### config.mk
export PLATFORM = sky130hd
export DESIGN_NAME = a2d_intf
export DESIGN_NICKNAME = d
export VERILOG_FILES = /design/src/rtl/a2d_pkg.sv /design/src/rtl/spi_mstr16.sv /design/src/rtl/a2d_intf.sv
export SDC_FILE = /design/constraint.sdc
export NUM_CORES = 1
export LEC_CHECK = 0
export CAP_MARGIN = 20
export CORE_AREA = 2 2 65 67
export CTS_CLUSTER_SIZE = 8
export DETAILED_ROUTE_END_ITERATION = 16
export DIE_AREA = 0 0 67 69
export HOLD_SLACK_MARGIN = 0.02
export MAX_ROUTING_LAYER = met4
export PLACE_DENSITY_LB_ADDON = 0.08
export SLEW_MARGIN = 10
export SYNTH_ARGS = -nofsm -noshare
export SYNTH_HDL_FRONTEND = slang
export SYNTH_SLANG_ARGS = --single-unit
### constraint.sdc
create_clock -name clk -period 3.5 [get_ports clk]
set_input_delay 1.05 -clock clk [delete_from_list [all_inputs] [get_ports clk]]
set_output_delay 1.05 -clock clk [all_outputs]
set_load 0.005 [all_outputs]
### src/rtl/a2d_pkg.sv
// a2d_pkg: shared state encoding and command words for the A2D SPI interface.
`default_nettype none

package a2d_pkg;

    typedef enum logic [2:0] {
        IDLE = 3'd0,
        TXN1 = 3'd1,
        GAP  = 3'd2,
        TXN2 = 3'd3,
        DONE = 3'd4
    } a2d_state_e;

    localparam logic [15:0] TXN2_CMD = 16'h0000;

    // First frame selects the channel; the ADC answers with the result in the second frame.
    function automatic logic [15:0] txn1_cmd(input logic [2:0] ch);
        return {2'b00, ch, 11'h000};
    endfunction

endpackage

`default_nettype wire

### src/rtl/spi_mstr16.sv
// spi_mstr16: 16-bit SPI master frame engine (SCLK divider, shift register, bit counter).
`default_nettype none

module spi_mstr16
    import a2d_pkg::*;
#(
    parameter int SCLK_DIV = 32
) (
    input  logic        clk,
    input  logic        rst_n,
    input  logic        wrt_i,
    input  logic [15:0] cmd_i,
    input  logic        ss_n_i,
    input  logic        miso_i,
    output logic        sclk_o,
    output logic        mosi_o,
    output logic        done_o,
    output logic [11:0] rx_o
);

    localparam int            CW       = $clog2(SCLK_DIV);
    localparam logic [CW-1:0] CNT_LAST = CW'(SCLK_DIV - 1);
    localparam logic [CW-1:0] CNT_RISE = CW'(SCLK_DIV / 2 - 1);

    logic          busy_q,  busy_d;
    logic [CW-1:0] div_q,   div_d;
    logic [3:0]    bit_q,   bit_d;
    logic [15:0]   shft_q,  shft_d;
    logic          smpl_q,  smpl_d;
    logic          sclk_q,  sclk_d;
    logic          done_q,  done_d;

    always_comb begin
        busy_d = busy_q;
        div_d  = div_q;
        bit_d  = bit_q;
        shft_d = shft_q;
        smpl_d = smpl_q;
        sclk_d = sclk_q;
        done_d = 1'b0;
        if (wrt_i) begin
            busy_d = 1'b1;
            div_d  = '0;
            bit_d  = 4'd0;
            shft_d = cmd_i;
            sclk_d = 1'b0;
        end else if (busy_q && !ss_n_i) begin
            div_d  = div_q + CW'(1);
            sclk_d = div_d[CW-1];
            if (div_q == CNT_RISE) begin
                smpl_d = miso_i;
            end
            // Counter wrap is the SCLK falling edge: commit the sampled bit.
            if (div_q == CNT_LAST) begin
                shft_d = {shft_q[14:0], smpl_q};
                if (bit_q == 4'd15) begin
                    busy_d = 1'b0;
                    done_d = 1'b1;
                    sclk_d = 1'b1;
                end else begin
                    bit_d = bit_q + 4'd1;
                end
            end
        end
    end

    always_ff @(posedge clk or negedge rst_n) begin
        if (!rst_n) begin
            busy_q <= 1'b0;
            div_q  <= '0;
            bit_q  <= 4'd0;
            shft_q <= 16'h0000;
            smpl_q <= 1'b0;
            sclk_q <= 1'b1;
            done_q <= 1'b0;
        end else begin
            busy_q <= busy_d;
            div_q  <= div_d;
            bit_q  <= bit_d;
            shft_q <= shft_d;
            smpl_q <= smpl_d;
            sclk_q <= sclk_d;
            done_q <= done_d;
        end
    end

    assign sclk_o = sclk_q;
    assign mosi_o = shft_q[15];
    assign done_o = done_q;
    assign rx_o   = shft_q[11:0];

endmodule

`default_nettype wire

### src/rtl/a2d_intf.sv
// a2d_intf: two-frame SPI conversion sequencer for a 12-bit ADC.
// Build option: define A2D_RES_INV_EN to return the bitwise complement of the ADC result.
`default_nettype none

module a2d_intf
    import a2d_pkg::*;
#(
    parameter int SCLK_DIV = 32
) (
    input  logic        clk,
    input  logic        rst_n,
    input  logic        strt_cnv,
    input  logic [2:0]  chnnl,
    output logic        cnv_cmplt,
    output logic [11:0] res,
    output logic        SS_n,
    output logic        SCLK,
    output logic        MOSI,
    input  logic        MISO
);

    localparam int            CW       = $clog2(SCLK_DIV);
    localparam logic [CW-1:0] GAP_LAST = CW'(SCLK_DIV - 1);

    a2d_state_e    state_q, state_d;
    logic          ss_n_q,  ss_n_d;
    logic [CW-1:0] gap_q,   gap_d;
    logic          cmplt_q, cmplt_d;
    logic [11:0]   res_q,   res_d;

    logic          spi_wrt;
    logic [15:0]   spi_cmd;
    logic          spi_done;
    logic [11:0]   spi_rx;

    always_comb begin
        state_d = state_q;
        gap_d   = gap_q;
        cmplt_d = cmplt_q;
        res_d   = res_q;
        spi_wrt = 1'b0;
        spi_cmd = TXN2_CMD;
        unique case (state_q)
            IDLE: begin
                // The channel is captured straight into the SPI shift register here.
                if (strt_cnv) begin
                    state_d = TXN1;
                    spi_wrt = 1'b1;
                    spi_cmd = txn1_cmd(chnnl);
                    cmplt_d = 1'b0;
                end
            end
            TXN1: begin
                if (spi_done) begin
                    state_d = GAP;
                    gap_d   = '0;
                end
            end
            GAP: begin
                gap_d = gap_q + CW'(1);
                if (gap_q == GAP_LAST) begin
                    state_d = TXN2;
                    spi_wrt = 1'b1;
                    spi_cmd = TXN2_CMD;
                end
            end
            TXN2: begin
                if (spi_done) begin
                    state_d = DONE;
                    cmplt_d = 1'b1;
`ifdef A2D_RES_INV_EN
                    res_d   = ~spi_rx;
`else
                    res_d   = spi_rx;
`endif
                end
            end
            DONE: begin
                state_d = IDLE;
            end
            default: begin
                state_d = IDLE;
            end
        endcase
        ss_n_d = !((state_d == TXN1) || (state_d == TXN2));
    end

    always_ff @(posedge clk or negedge rst_n) begin
        if (!rst_n) begin
            state_q <= IDLE;
            ss_n_q  <= 1'b1;
            gap_q   <= '0;
            cmplt_q <= 1'b0;
            res_q   <= 12'h000;
        end else begin
            state_q <= state_d;
            ss_n_q  <= ss_n_d;
            gap_q   <= gap_d;
            cmplt_q <= cmplt_d;
            res_q   <= res_d;
        end
    end

    spi_mstr16 #(
        .SCLK_DIV (SCLK_DIV)
    ) u_spi (
        .clk    (clk),
        .rst_n  (rst_n),
        .wrt_i  (spi_wrt),
        .cmd_i  (spi_cmd),
        .ss_n_i (ss_n_q),
        .miso_i (MISO),
        .sclk_o (SCLK),
        .mosi_o (MOSI),
        .done_o (spi_done),
        .rx_o   (spi_rx)
    );

    assign SS_n      = ss_n_q;
    assign cnv_cmplt = cmplt_q;
    assign res       = res_q;

endmodule

`default_nettype wire
======== Word-level counts from Yosys, hierarchy flattened ========
Cells that the tools add are included.
word-level totals
  flip-flop bits (word level) ............. 51
  latch bits .............................. 0
  bits in writable memories ............... 0
  bits in read-only memories .............. 0
  input bits .............................. 7
  output and inout bits ................... 16
  word-level logic and storage cells ...... 82
  memories kept ........................... 0
operators by class
  add/sub/neg operators ................... 3
  multiply operators ...................... 0
  div/mod/pow operators ................... 0
  magnitude comparators ................... 0
  equality and inequality tests ........... 13
  shift operators ......................... 0
  multiplexer cells ....................... 36
  bitwise operators ....................... 1
  reduce and logical (&&, ||, !) cells .... 17
operators by type and width
  kind                                                              count
  16-bit two-way mux                                                3
  14-bit two-way mux                                                2
  1-bit two-way mux                                                 16
  4-bit two-way mux                                                 4
  5-bit two-way mux                                                 3
  3-bit two-way mux                                                 4
  3-bit case mux with 4 select lines                                1
  3-bit AND reduction                                               4
  5-bit by 1-bit adder with 5-bit output (second input constant)    2
  5-bit == test (second input constant)                             2
  5-bit case mux with 2 select lines                                1
  2-bit nonzero test                                                5
  3-bit by 2-bit == test with 1-bit output (second input constant)  3
  3-bit by 1-bit == test with 1-bit output (second input constant)  2
  2-bit AND reduction                                               3
  5-bit by 4-bit == test with 1-bit output (second input constant)  1
  4-bit by 1-bit adder with 4-bit output (second input constant)    1
  4-bit == test (second input constant)                             1
  2-bit by 1-bit != test with 1-bit output (second input constant)  2
  2-bit != test (second input constant)                             2
  1-bit case mux with 2 select lines                                2
  3-bit logical NOT                                                 1
  1-bit logical NOT                                                 2
  1-bit logical AND                                                 1
  other kinds (2)                                                   2

======== Longest topological paths before layout ========
  word-level depth ........................ 6
  mapped depth ............................ 8
  gate-level depth less buffers ........... 6

======== By module ========
A second synthesis with hierarchy kept.
unflattened totals
  cell total of the unflattened synthesis .. 224
  area total of the unflattened synthesis .. 2526.2 µm²
modules (own cells, without submodules)
  module      times used  cells each  area each (µm²)  sequential area each (µm²)
  spi_mstr16  1           146         1506.4           726.9
  a2d_intf    1           78          1019.7           551.8

======== Least setup slack after synthesis ========
Ideal clock, no wire load.
  path type ............................... input-to-reg
  start point ............................. input port strt_cnv
  end point ............................... register u_spi.smpl_q
  library setup time ...................... 125 ps
  arrival ................................. 1645 ps
  data required time ...................... 3375 ps
  slack ................................... 1731 ps
  cell stages on the path ................. 3
  buffers on the path ..................... 0
  path through ............................ mux2i_4 > o211ai_1 > mux2_2
on the way
  cells in the longest elaborated chain, start to end .. 4
ends and longest elaborated chain
  what                                RTL line          text
  start, declared                     a2d_intf.sv:12    input logic strt_cnv,
  1-bit two-way mux                   a2d_intf.sv:46    if (strt_cnv) begin
  1-bit case mux with 2 select lines  a2d_intf.sv:43    unique case (state_q)
  1-bit NOT (no line)                 --
  3-bit AND reduction (no line)       --
  end signal, assigned                spi_mstr16.sv:81  smpl_q <= smpl_d;
  end, declared                       spi_mstr16.sv:29  logic smpl_q, smpl_d;
Every way passes these cells.
A chain may end at the register's enable or synchronous reset.

======== Worst setup path in the final report ========
  start point ............................. register ss_n_q (netlist: SS_n)
  end point ............................... output port SS_n
RTL lines
  what                    RTL line        text
  start, declared         a2d_intf.sv:26  logic ss_n_q, ss_n_d;
  start signal, assigned  a2d_intf.sv:97  ss_n_q <= ss_n_d;
  end, declared           a2d_intf.sv:16  output logic SS_n,
No word-level cell between the ends.

==> run metrics <==
status completed; area delta synth->final 13.9%; n_diodes 0; Pleak 1.19 nW; power density over the cells 607 mW/mm2; Tmin final 2.45 ns; final worst-path cycle share 69.9%; async set-reset flop share out of synthesis 100%; Yosys cell types 44; Clock H-tree levels 2; Synth Area per Inst 10.7 um2; RSZ-0062 raised after global routing false; max_slew headroom 40.6%; max incr delay on CP 0.59 ns; Synth Register Bits 51; Post-synth EDFFs 0; Setup-failing EPs final 0; grt ovf 0; Max clock buf depth 2; critical path buffer and inverter count 1; Synth Instances 213; vias in the first global route 1518; Placer Congestion 0.797; register area share after synthesis 56.0%; largest net degree at the start of global routing 52; Post-Place Cells 274; Crit Path Category reg -> out; pre-CTS WS 0.969 ns; Worst Hold Class reg -> reg; final net count 245; Critical Path Sink Type output port; Die Area 0.00462 mm2; CP max-delay cell dfstp_2; CTS Buf Count 5; kind of cell adding the most delay to the critical path flip-flops; vias per cell 5.63; gr usage total 20.3%; Least-Margin Pin Slew 0.888 ns; Max Clk Rate 409 MHz; Critical Path RT 2.45 ns; antenna viol nets, final 0; clock skew 0.00720 ns; Final Hold Viols 0; setup bufs post-CTS 0; Clock Latency Late Sink 0.30 ns; utilization after layout 66.5%; worst-path maximum fanout 6; total wire length 4.07 mm; initial cell density of the core 58.4%; PortBufs 22; global-route wire length before repair 6.94 mm; root buffer cell clkbuf_8; cell area after layout 0.00260 mm2; DRT Pass-1 Iters 4; Post-DP HPWL 2.86 mm; synthesized area 0.00228 mm2; # Max-Cap Violations 0; Die Span Y 69 um; fraction of layout instances using a drive strength above 1 12.1%; DRT iter0 DRCs 168; Core Box Area 0.00391 mm2; max-slew violations 0; total power draw 1.58 mW; CTS resizes 0; Clock Pin Slew Worst Setup and Hold Paths 0.08 ns; Die W 67 um; CP arrival 1.40 ns; clk sinks 51; # hold bufs at CTS 0; Non-Filler Instances 282; maximum vdd drop 0.000359 V; Synth Net Count 226; Rows 23; number of synthesis warnings 0; Placed Area 0.00249 mm2; crit-path cells clkdlybuf4s50_1; DRC Markers 0; most frequent cells in the layout dfrtp_1 (49), nand2_1 (38), a21oi_1 (25); Routed wire per std cell 14.4 um; CTS tree built; final setup margin 1.05 ns; antenna violations before repair 0; io pins 23; Synth Flop Type dfrtp_1; Hold WS 0.510 ns; most common cell after layout, fill and taps aside dfrtp_1; vias post-DR 1589; CP Launch Type flip-flop; setup_tns 0 ns
-- routing by layer --
layer | routed length, um | GRT usage, % | vias to the layer above
li1 | - | - | 783
met1 | 1800 | 25.9 | 772
met2 | 2030 | 31.4 | 25
met3 | 155 | 4.89 | 9
met4 | 79 | 7.48 | 0
met5 | 0 | - | -
-- worst paths after layout --
kind | start | end | slack, ns | depth (start not counted)
worst max-delay path | SS_n | SS_n | 1.05 | 1
worst min-delay path | res[1] | res[1] | 0.51 | 1
worst max register to register | u_spi.div_q[0] | u_spi.bit_q[0] | 1.11 | 6
worst min register to register | res[1] | res[1] | 0.51 | 1
max in group asynchronous | rst_n | u_spi.sclk_o | 2.23 | 2
min in group asynchronous | rst_n | state_q[1] | 0.68 | 1
-- worst reg2reg max path, delay by kind of cell (launching register included) --
| kind | cells | cell delay [ns] |
|---|---|---|
| AOI/OAI and AO/OA | 1 | 0.15 |
| adders and majority gates | 2 | 0.39 |
| and+or+nand+nor | 3 | 1.39 |
| DFF | 1 | 0.40 |
-- cell families after synthesis --
logic type | share of synthesized area [%]
DFF | 56.0
adders and majority gates | 3.29
and+or+nand+nor | 16.3
xor gates and xnor gates | 0.767
muxes | 6.90
AOI/OAI and AO/OA | 12.5
buffers and inverters | 4.27
-- where the power goes --
part	leakage, nW	total, mW	internal [mW]	switching [mW]
sequential	0.655	0.892	0.759	0.133
clock	0.0470	0.329	0.155	0.174
combinational	0.489	0.360	0.181	0.179
total	1.19	1.58	1.10	0.485
-- registers in the layout, indices dropped and copies added (netlist names) --
register / flops
u_spi.shft_q: 16
res: 12
gap_q: 5
u_spi.div_q: 5
u_spi.bit_q: 4
state_q: 3
SS_n: 1
cnv_cmplt: 1
u_spi.busy_q: 1
u_spi.done_o: 1
u_spi.sclk_o: 1
u_spi.smpl_q: 1
-- synth_stat cells (3+ instances only) --
cell	n	share of area (%)
o22ai_1	3	0.82
dfrtp_1	49	54
ha_1	6	3.3
nand2_1	38	6.2
a21oi_1	25	5.5
o21ai_0	9	2.0
and3_1	4	1.1
inv_1	8	1.3
nor2_1	7	1.2
mux2_2	12	5.9
buf_2	5	1.1
a32oi_1	3	1.2
nand3b_1	4	1.3
-- area by class of cell --
cell class,count,area [um2]
flip-flops and latches,51,1280
fillers,318,1310
well taps,50,62.6
clock inverters,1,5.00
multi-input cells,143,908
clock buffers,6,82.6
repair buffers,23,235
inverters,8,30.0
Power figures use the tool's default switching activity.
